### src/rtl/absorb_load_stage.sv
// rtl/absorb_load_stage.sv - packs message words into SHAKE rate blocks with padding
// Emits one padded block at a time to the permute stage over a valid/ready handshake.
module absorb_load_stage #(
  parameter int W        = 64,
  parameter int RATE_MAX = 1344
) (
  input  logic                clk,
  input  logic                rst,
  input  logic                cmd_valid,
  output logic                cmd_ready,
  input  logic [1:0]          cmd_mode,
  input  logic [31:0]         cmd_input_size,
  input  logic [31:0]         cmd_output_size,
  input  logic                din_valid,
  output logic                din_ready,
  input  logic [W-1:0]        din,
  output logic                blk_valid,
  input  logic                blk_ready,
  output logic [RATE_MAX-1:0] rate_out,
  output logic [1:0]          operation_mode_out,
  output logic [31:0]         output_size_out,
  output logic                first_block,
  output logic                last_block,
  output logic                busy
);

  localparam logic [1:0] SHAKE128_MODE_VEC = 2'b10;
  localparam logic [1:0] SHAKE256_MODE_VEC = 2'b11;
  localparam int         RATE_256          = 1088;
  localparam int         WPB_128           = RATE_MAX / W;
  localparam int         WPB_256           = RATE_256 / W;
  localparam int         LANES             = W / 8;
  localparam logic [4:0] LAST_IDX_128      = 5'(WPB_128 - 1);
  localparam logic [4:0] LAST_IDX_256      = 5'(WPB_256 - 1);
  localparam logic [W-1:0] DOMAIN_WORD     = {8'h1F, {(W-8){1'b0}}};

  typedef enum logic [1:0] {IDLE, FILL, PAD, PRESENT} state_t;

  state_t        state_q, state_d;
  logic [1:0]    mode_q, mode_d;
  logic [31:0]   out_size_q, out_size_d;
  logic [31:0]   bytes_left_q, bytes_left_d;
  logic [4:0]    word_idx_q, word_idx_d;
  logic          pad_done_q, pad_done_d;
  logic          first_q, first_d;
  logic [W-1:0]  blk_q [WPB_128];

  logic          wr_en;
  logic [W-1:0]  wr_data;
  logic          clr_blk;
  logic [4:0]    last_idx;
  logic [2:0]    tail_bytes;
  logic [W-1:0]  tail_word;

  assign last_idx   = (mode_q == SHAKE128_MODE_VEC) ? LAST_IDX_128 : LAST_IDX_256;
  assign tail_bytes = bytes_left_q[2:0];

  // Final partial word: keep the message lanes, drop stale lanes, insert the domain byte.
  always_comb begin
    tail_word = '0;
    for (int j = 0; j < LANES; j++) begin
      if (j < int'(tail_bytes)) begin
        tail_word[W-1-8*j -: 8] = din[W-1-8*j -: 8];
      end else if (j == int'(tail_bytes)) begin
        tail_word[W-1-8*j -: 8] = 8'h1F;
      end
    end
  end

  always_comb begin
    state_d      = state_q;
    mode_d       = mode_q;
    out_size_d   = out_size_q;
    bytes_left_d = bytes_left_q;
    word_idx_d   = word_idx_q;
    pad_done_d   = pad_done_q;
    first_d      = first_q;
    wr_en        = 1'b0;
    wr_data      = '0;
    clr_blk      = 1'b0;
    cmd_ready    = 1'b0;
    din_ready    = 1'b0;
    blk_valid    = 1'b0;

    case (state_q)
      IDLE: begin
        cmd_ready = 1'b1;
        if (cmd_valid && (cmd_mode == SHAKE128_MODE_VEC || cmd_mode == SHAKE256_MODE_VEC)) begin
          mode_d       = cmd_mode;
          out_size_d   = cmd_output_size;
          bytes_left_d = cmd_input_size;
          word_idx_d   = 5'd0;
          pad_done_d   = 1'b0;
          first_d      = 1'b1;
          state_d      = (cmd_input_size != 32'd0) ? FILL : PAD;
        end
      end

      FILL: begin
        din_ready = 1'b1;
        if (din_valid) begin
          wr_en = 1'b1;
          if (bytes_left_q >= 32'd8) begin
            wr_data      = din;
            bytes_left_d = bytes_left_q - 32'd8;
          end else begin
            wr_data      = tail_word;
            bytes_left_d = 32'd0;
            pad_done_d   = 1'b1;
          end
          if (word_idx_q == last_idx) begin
            state_d = PRESENT;
          end else begin
            word_idx_d = word_idx_q + 5'd1;
            if (bytes_left_d == 32'd0) state_d = PAD;
          end
        end
      end

      PAD: begin
        wr_en      = 1'b1;
        wr_data    = pad_done_q ? '0 : DOMAIN_WORD;
        pad_done_d = 1'b1;
        if (word_idx_q == last_idx) begin
          state_d = PRESENT;
        end else begin
          word_idx_d = word_idx_q + 5'd1;
        end
      end

      PRESENT: begin
        blk_valid = 1'b1;
        if (blk_ready) begin
          clr_blk    = 1'b1;
          first_d    = 1'b0;
          word_idx_d = 5'd0;
          if (pad_done_q)                 state_d = IDLE;
          else if (bytes_left_q != 32'd0) state_d = FILL;
          else                            state_d = PAD;
        end
      end

      default: state_d = IDLE;
    endcase
  end

  always_ff @(posedge clk or negedge rst) begin
    if (!rst) begin
      state_q      <= IDLE;
      mode_q       <= 2'b00;
      out_size_q   <= 32'd0;
      bytes_left_q <= 32'd0;
      word_idx_q   <= 5'd0;
      pad_done_q   <= 1'b0;
      first_q      <= 1'b0;
    end else begin
      state_q      <= state_d;
      mode_q       <= mode_d;
      out_size_q   <= out_size_d;
      bytes_left_q <= bytes_left_d;
      word_idx_q   <= word_idx_d;
      pad_done_q   <= pad_done_d;
      first_q      <= first_d;
    end
  end

  always_ff @(posedge clk or negedge rst) begin
    if (!rst) begin
      for (int k = 0; k < WPB_128; k++) blk_q[k] <= '0;
    end else if (clr_blk) begin
      for (int k = 0; k < WPB_128; k++) blk_q[k] <= '0;
    end else if (wr_en) begin
      blk_q[word_idx_q] <= wr_data;
    end
  end

  // The closing 0x80 always lands in the lowest byte of rate_out, whichever rate is active.
  always_comb begin
    rate_out = '0;
    if (mode_q == SHAKE128_MODE_VEC) begin
      for (int k = 0; k < WPB_128; k++) rate_out[RATE_MAX-1-W*k -: W] = blk_q[k];
    end else begin
      for (int k = 0; k < WPB_256; k++) rate_out[RATE_256-1-W*k -: W] = blk_q[k];
    end
    if (state_q == PRESENT && pad_done_q) rate_out[7:0] = rate_out[7:0] | 8'h80;
  end

  assign operation_mode_out = mode_q;
  assign output_size_out    = out_size_q;
  assign first_block        = (state_q == PRESENT) && first_q;
  assign last_block         = (state_q == PRESENT) && pad_done_q;
  assign busy               = (state_q != IDLE);

endmodule

### config.mk
export PLATFORM = sky130hd
export DESIGN_NAME = absorb_load_stage
export DESIGN_NICKNAME = d
export VERILOG_FILES = /design/src/rtl/absorb_load_stage.sv
export SDC_FILE = /design/constraint.sdc
export NUM_CORES = 2
export LEC_CHECK = 0
export BUFFER_PORTS_ARGS = -buffer_cell sky130_fd_sc_hd__buf_4
export CORE_AREA = 4 4 593 595
export CTS_BUF_LIST = sky130_fd_sc_hd__clkbuf_8
export DETAILED_ROUTE_END_ITERATION = 6
export DIE_AREA = 0 0 597 599
export GPL_TIMING_DRIVEN = 0
export SYNTH_ARGS = -nofsm -noshare
export SYNTH_HDL_FRONTEND = slang
export SYNTH_SLANG_ARGS = --single-unit
### constraint.sdc
create_clock -name clk -period 3.65 [get_ports clk]
set_input_delay 0.5475 -clock clk [delete_from_list [all_inputs] [get_ports clk]]
set_output_delay 0.5475 -clock clk [all_outputs]
set_load 0.01 [all_outputs]
* Yosys cells after proc, flatten, opt, wreduce, memory -nomap -nowiden
Index checks and enable logic that the tools add are counted.
** Storage, ports and cells
- Logic and storage cells :: 145
- Output and inout port bits :: 1384
- Input bits :: 135
- Register bits after elaboration :: 1419
** Cells by class
- Reduce and logical (&&, ||, !) cells :: 21
- Add/sub/neg operators :: 2
- Equality and inequality tests :: 20
- Bitwise gates (word level) :: 1
- $lt $le $gt $ge :: 10
- Mux-type cells :: 63
** Operator list (count)
- 1344-bit two-way mux :: 2
- 1344-bit bitwise mux :: 1
- 1088-bit two-way mux :: 1
- 64-bit demux with 5-bit select :: 1
- 256-bit two-way mux :: 1
- 64-bit two-way mux :: 3
- 32-bit two-way mux :: 5
- 64-bit case mux with 2 select lines :: 1
- 8-bit two-way mux :: 8
- 32-bit case mux with 2 select lines :: 1
- 32-bit nonzero test :: 2
- 61-bit two-way mux :: 1
- 5-bit two-way mux :: 12
- 32-bit by 4-bit greater-or-equal comparator with 1-bit output, second input constant :: 1
- 32-bit zero test :: 1
- 32-bit by 4-bit subtractor with 32-bit output, second input constant :: 1
- 5-bit case mux with 4 select lines :: 1
- 2-bit two-way mux :: 9
- 3-bit == test, first input constant :: 4
- 1-bit two-way mux :: 11
- 2-bit == test, second input constant :: 5
- 2-bit inequality test, second input constant :: 5
- 3-bit < comparator, first input constant :: 3
- 3-bit AND reduction :: 3
- 24 further kinds :: 34

* Longest topological paths before layout
- Word-level depth :: 9
- Gate-level depth with buffers :: 11
- Gate-level depth less buffers :: 9

* Worst setup path after synthesis
OpenSTA, ideal clock, no wires.
- Path type :: register to register
- Start point :: register bytes_left_q[3]
- End point :: register state_q[0]
- Setup time :: 69 ps
- Period minus slack after synthesis :: 2796 ps
- Stages on the path, launching flop included :: 10
- Buffers on the path :: 0
- Setup slack :: 854 ps
- Data arrival time :: 2727 ps
- Required time :: 3581 ps
- Cells stage by stage :: dfrtp_1 > inv_1 > ha_1 > nor4b_4 > nand4_2 > o31ai_1 > nand4_1 > or4_4 > or4_1 > nand3_1
** On the way
- Longest elaborated chain between the ends :: 7
- Elaborated cells on any way between the ends :: 13
- Classes of those cells :: add/sub: 1; order compare: 1; eq/ne: 1; mux: 7; reduce/logical: 3
** RTL lines
- from (decl) :: RTL line 42 : logic [31:0] bytes_left_q, bytes_left_d;
- from (signal assigned) :: RTL line 160 : bytes_left_q <= bytes_left_d;
- 32-bit by 4-bit subtractor with 32-bit output or 32-bit by 4-bit greater-or-equal comparator with 1-bit output (tied branches) :: RTL line 105, 103
- 32-bit two-way mux :: RTL line 103 : if (bytes_left_q >= 32'd8) begin
- 32-bit two-way mux :: RTL line 101 : if (din_valid) begin
- 32-bit two-way mux :: RTL line 85 : case (state_q)
- 32-bit zero test :: RTL line 115 : if (bytes_left_d == 32'd0) state_d = PAD;
- 3-bit inequality test (no line)
- 5-bit AND reduction (no line)
- to (signal assigned) :: RTL line 157 : state_q <= state_d;
- to (decl) :: RTL line 39 : state_t state_q, state_d;
Parallel ways exist; a longest one is shown, timed or not. The select of a mux whose other input is x is not followed.
A chain may end at the register's enable or synchronous reset.

* Worst setup path after layout
- Start point :: register mode_q[0] (netlist: operation_mode_out[0])
- End point :: output rate_out[1205]
** On the way
- Longest elaborated chain between the ends :: 2
** RTL lines
- from (decl) :: RTL line 40 : logic [1:0] mode_q, mode_d;
- from (signal assigned) :: RTL line 158 : mode_q <= mode_d;
- 2-bit == test :: RTL line 180 : if (mode_q == SHAKE128_MODE_VEC) begin
- 256-bit two-way mux :: RTL line 180
- to (decl) :: RTL line 19 : output logic [RATE_MAX-1:0] rate_out,
No other way between the ends.

==> out/results.ini <==
[outcome]
status=finished with violations
violations=negative setup slack

[setup_path]
path_common_cell=clkbuf_16
critical-path-top-delay-family=buffers and inverters
path_cells=nor2b_4, clkbuf_16, buf_4, clkbuf_16, clkbuf_16, clkbuf_1, and2_1, buf_4
crit_path_max_fanout=10
worst-path-buf-inv=6
timing.rr.start=state_q[1]
crit_path_start=operation_mode_out[0]
critPathMaxStageDelay_ps=430
start_kind=register
endpoint_kind=output port
worstSetupPathType=register to output port
cp_slowest_cell=clkbuf_1
critPathArrivalTime_ps=3230
worstPathRequired_ps=3100

[clock_network]
clockBufferDepth=4
clkLatencyLatePin_ps=1080
cts_sinks=1419
clk_pin_slew_worst_paths_ps=60
ctsRootBufferMaster=clkbuf_8
cts_tree=done
numCtsBuffers=278
ctsHtreeMaxLevel=5

[route]
avgViaCountPerCell=5.12
drc=0
routed-via-count=67200
finalWirelength_um=587000
drt_iter0_drc=8250
wl_per_cell_um=44.8
first_pass_iters=6
ant_nets=0

[power_and_ir_drop]
total_leakage_power_nw=50.9
vdd_drop_max_uv=479
p_per_area_nw_per_um2=707

[placed_design]
portBuffers=1518
gp_congestion=0.981
dp_cells=12200
dpl_cell_area_um2=85400
hpwlAfterDp_um=448000
pre_cts_ws_ps=-2390

[global_routing]
grt_usage=0.300
grt-ovfl-total=0
grt_max_degree=177
grt_pass1_vias=62500
antenna_found_initial=77
grt_first_pass_wirelength_um=697000

[synthesis]
synthTopCellsByArea=dfrtp_1 53%, mux2_2 19%, a22o_1 7.0%
yosysTopAreaCell=dfrtp_1
synth_edf_count=0
synth.net_count=6165
async_flop_share=1.00
yosysUniqueCellTypes=62
yosysMostFrequentCell=dfrtp_1
synth_top_flop_cell=dfrtp_1
synth_common_cells=1,419 x dfrtp_1, 1,124 x mux2_2, 899 x nand2_1
postSynthAreaPerCell_um2=11.1
seq_area_frac_synth=0.533
synth_cells=6021
ys_ff_latch=1419
ys.warnings.count=0
yosysTopAreaCellShare=0.533
syn_area_um2=66600

[cells_and_area]
layout-drive-gt1-share=0.470
area_growth_pct=59.9
finalNonFillerCells=13100
final_area_um2=107000
nets=8440

[floorplan]
rows=216
io_pins=1519
initial_utilization=0.193
core_region_area_um2=346000
die_area_um2=358000
chipHeight_um=599
chipWidth_um=597

[run]
drv_cap=0

[timing]
slew_headroom=0.187
period_minus_slack_ps=3780
fin_ws_ps=-131
tightestPinTransition_ps=1220
period_share=1.04
max_freq_mhz=264
setup_viol_count_final=464
hold_viol=0
drv_slew=0
finalClockSkew_ps=123
setup_tns_ps=-18040
grt_setup_unrepaired=yes

[min_path]
hp-start=din_valid
hold_class=input port to register

[flip-flops by register name, indices dropped and copies added, names as in the netlist]
| register | flops |
|---|---|
| blk_q | 1344 |
| bytes_left_q | 32 |
| output_size_out | 32 |
| word_idx_q | 5 |
| operation_mode_out | 2 |
| state_q | 2 |
| first_q | 1 |
| pad_done_q | 1 |
[worst reg2reg max path, cell delays in order, from the launching register on]
cell and delay [ps]:
dfrtp_1 440, inv_1 90, ha_1 270, clkbuf_2 250, nand3_4 210, nand2_1 160
and2_1 190, clkbuf_2 230, a21oi_4 420, buf_16 220, clkbuf_1 850, a22o_1 300
[routing by layer]
layer	track usage	up-vias	wire, um	part of all wire
li1	-	26000	-	-
met1	0.357	34500	214000	0.36
met2	0.436	5267	242000	0.41
met3	0.136	1289	79600	0.14
met4	0.194	34	51000	0.087
met5	0	-	827	0.0014
[cell families after synthesis]
kind of cell,share of synthesized area
AOI/OAI and AO/OA,0.149
DFF,0.533
and+or+nand+nor,0.0917
muxes,0.191
buffers and inverters,0.0342
adders and majority gates,0.00169
xor gates and xnor gates,0.000263
[path summary, 6_finish.rpt]
path / depth (start not counted) / slack, ps / end
min in group asynchronous: 3 / 600 / blk_q[1081]
setup / recovery: 8 / -130 / rate_out[1205]
setup reg to reg: 11 / -30 / blk_q[698]
hold reg to reg: 2 / 470 / blk_q[14]
max in group asynchronous: 6 / 410 / blk_q[227]
hold / removal: 4 / 150 / pad_done_q
[final cells by class]
cell class	count	area (um^2)
fillers	35300	239000
flip-flops and latches	1419	35500
multi-input cells	4010	32300
repair buffers	2006	22100
well taps	4578	5730
plain buffers	565	5170
clock buffers	335	4610
clock inverters	144	1010
diodes	37	92.6
inverters	16	60.1
[repair_timing]
| item | CTS | global route |
|---|---|---|
| pin swaps | 69 | 12 |
| gates resized for setup | 954 | 1930 |
| setup buffers | 76 | 121 |
| endpoints found under the setup margin | 2711 | 2388 |
| gates cloned | 29 | 76 |
| endpoints found under the hold margin | 502 | 4 |
| hold buffers | 128 | 4 |
[metrics by stage]
step | total power, mW | util | hold slack (ps)
after floorplan | 26.4 | - | 252
after global placement | 41.1 | 0.242 | 455
after detailed placement | 42.3 | 0.247 | 465
after CTS | 65.3 | 0.282 | 3.33
after global routing | 76.2 | 0.308 | 63.8
final | 75.3 | 0.308 | 154
[cell usage in the layout (no fill, tap or decap), types with 9 or more instances in the layout]
cell type	synthesis	routed
a21oi_1	56	30
a21oi_4	0	23
a221o_1	12	12
a22o_1	534	534
a22oi_1	10	10
and2_1	265	175
and2_2	0	10
and2_4	0	80
buf_12	0	156
buf_16	0	68
buf_2	37	45
buf_4	0	896
buf_6	1	687
buf_8	0	70
clkbuf_1	537	182
clkbuf_16	0	135
clkbuf_2	0	160
clkbuf_4	0	29
clkbuf_8	0	344
clkinv_2	0	36
dfrtp_1	1419	1419
diode_2	0	37
dlygate4sd3_1	0	131
inv_1	16	84
mux2_2	1124	447
mux2_4	0	677
nand2_1	899	877
nand2_2	0	19
nand3_1	17	14
nor2_1	55	28
nor2_4	0	22
nor3_1	22	20
nor4_1	10	9
o21a_1	16	16
o21ai_0	833	822
o21ai_1	42	48
or4_1	14	13
[report_power, final]
| part | total [mW] | switching, mW | internal (mW) |
|---|---|---|---|
| sequential | 17.1 | 0.730 | 16.4 |
| clock | 17.1 | 8.22 | 8.91 |
| combinational | 41.1 | 25.3 | 15.8 |
| total | 75.3 | 34.2 | 41.1 |
(Power assumes the default switching activity.)
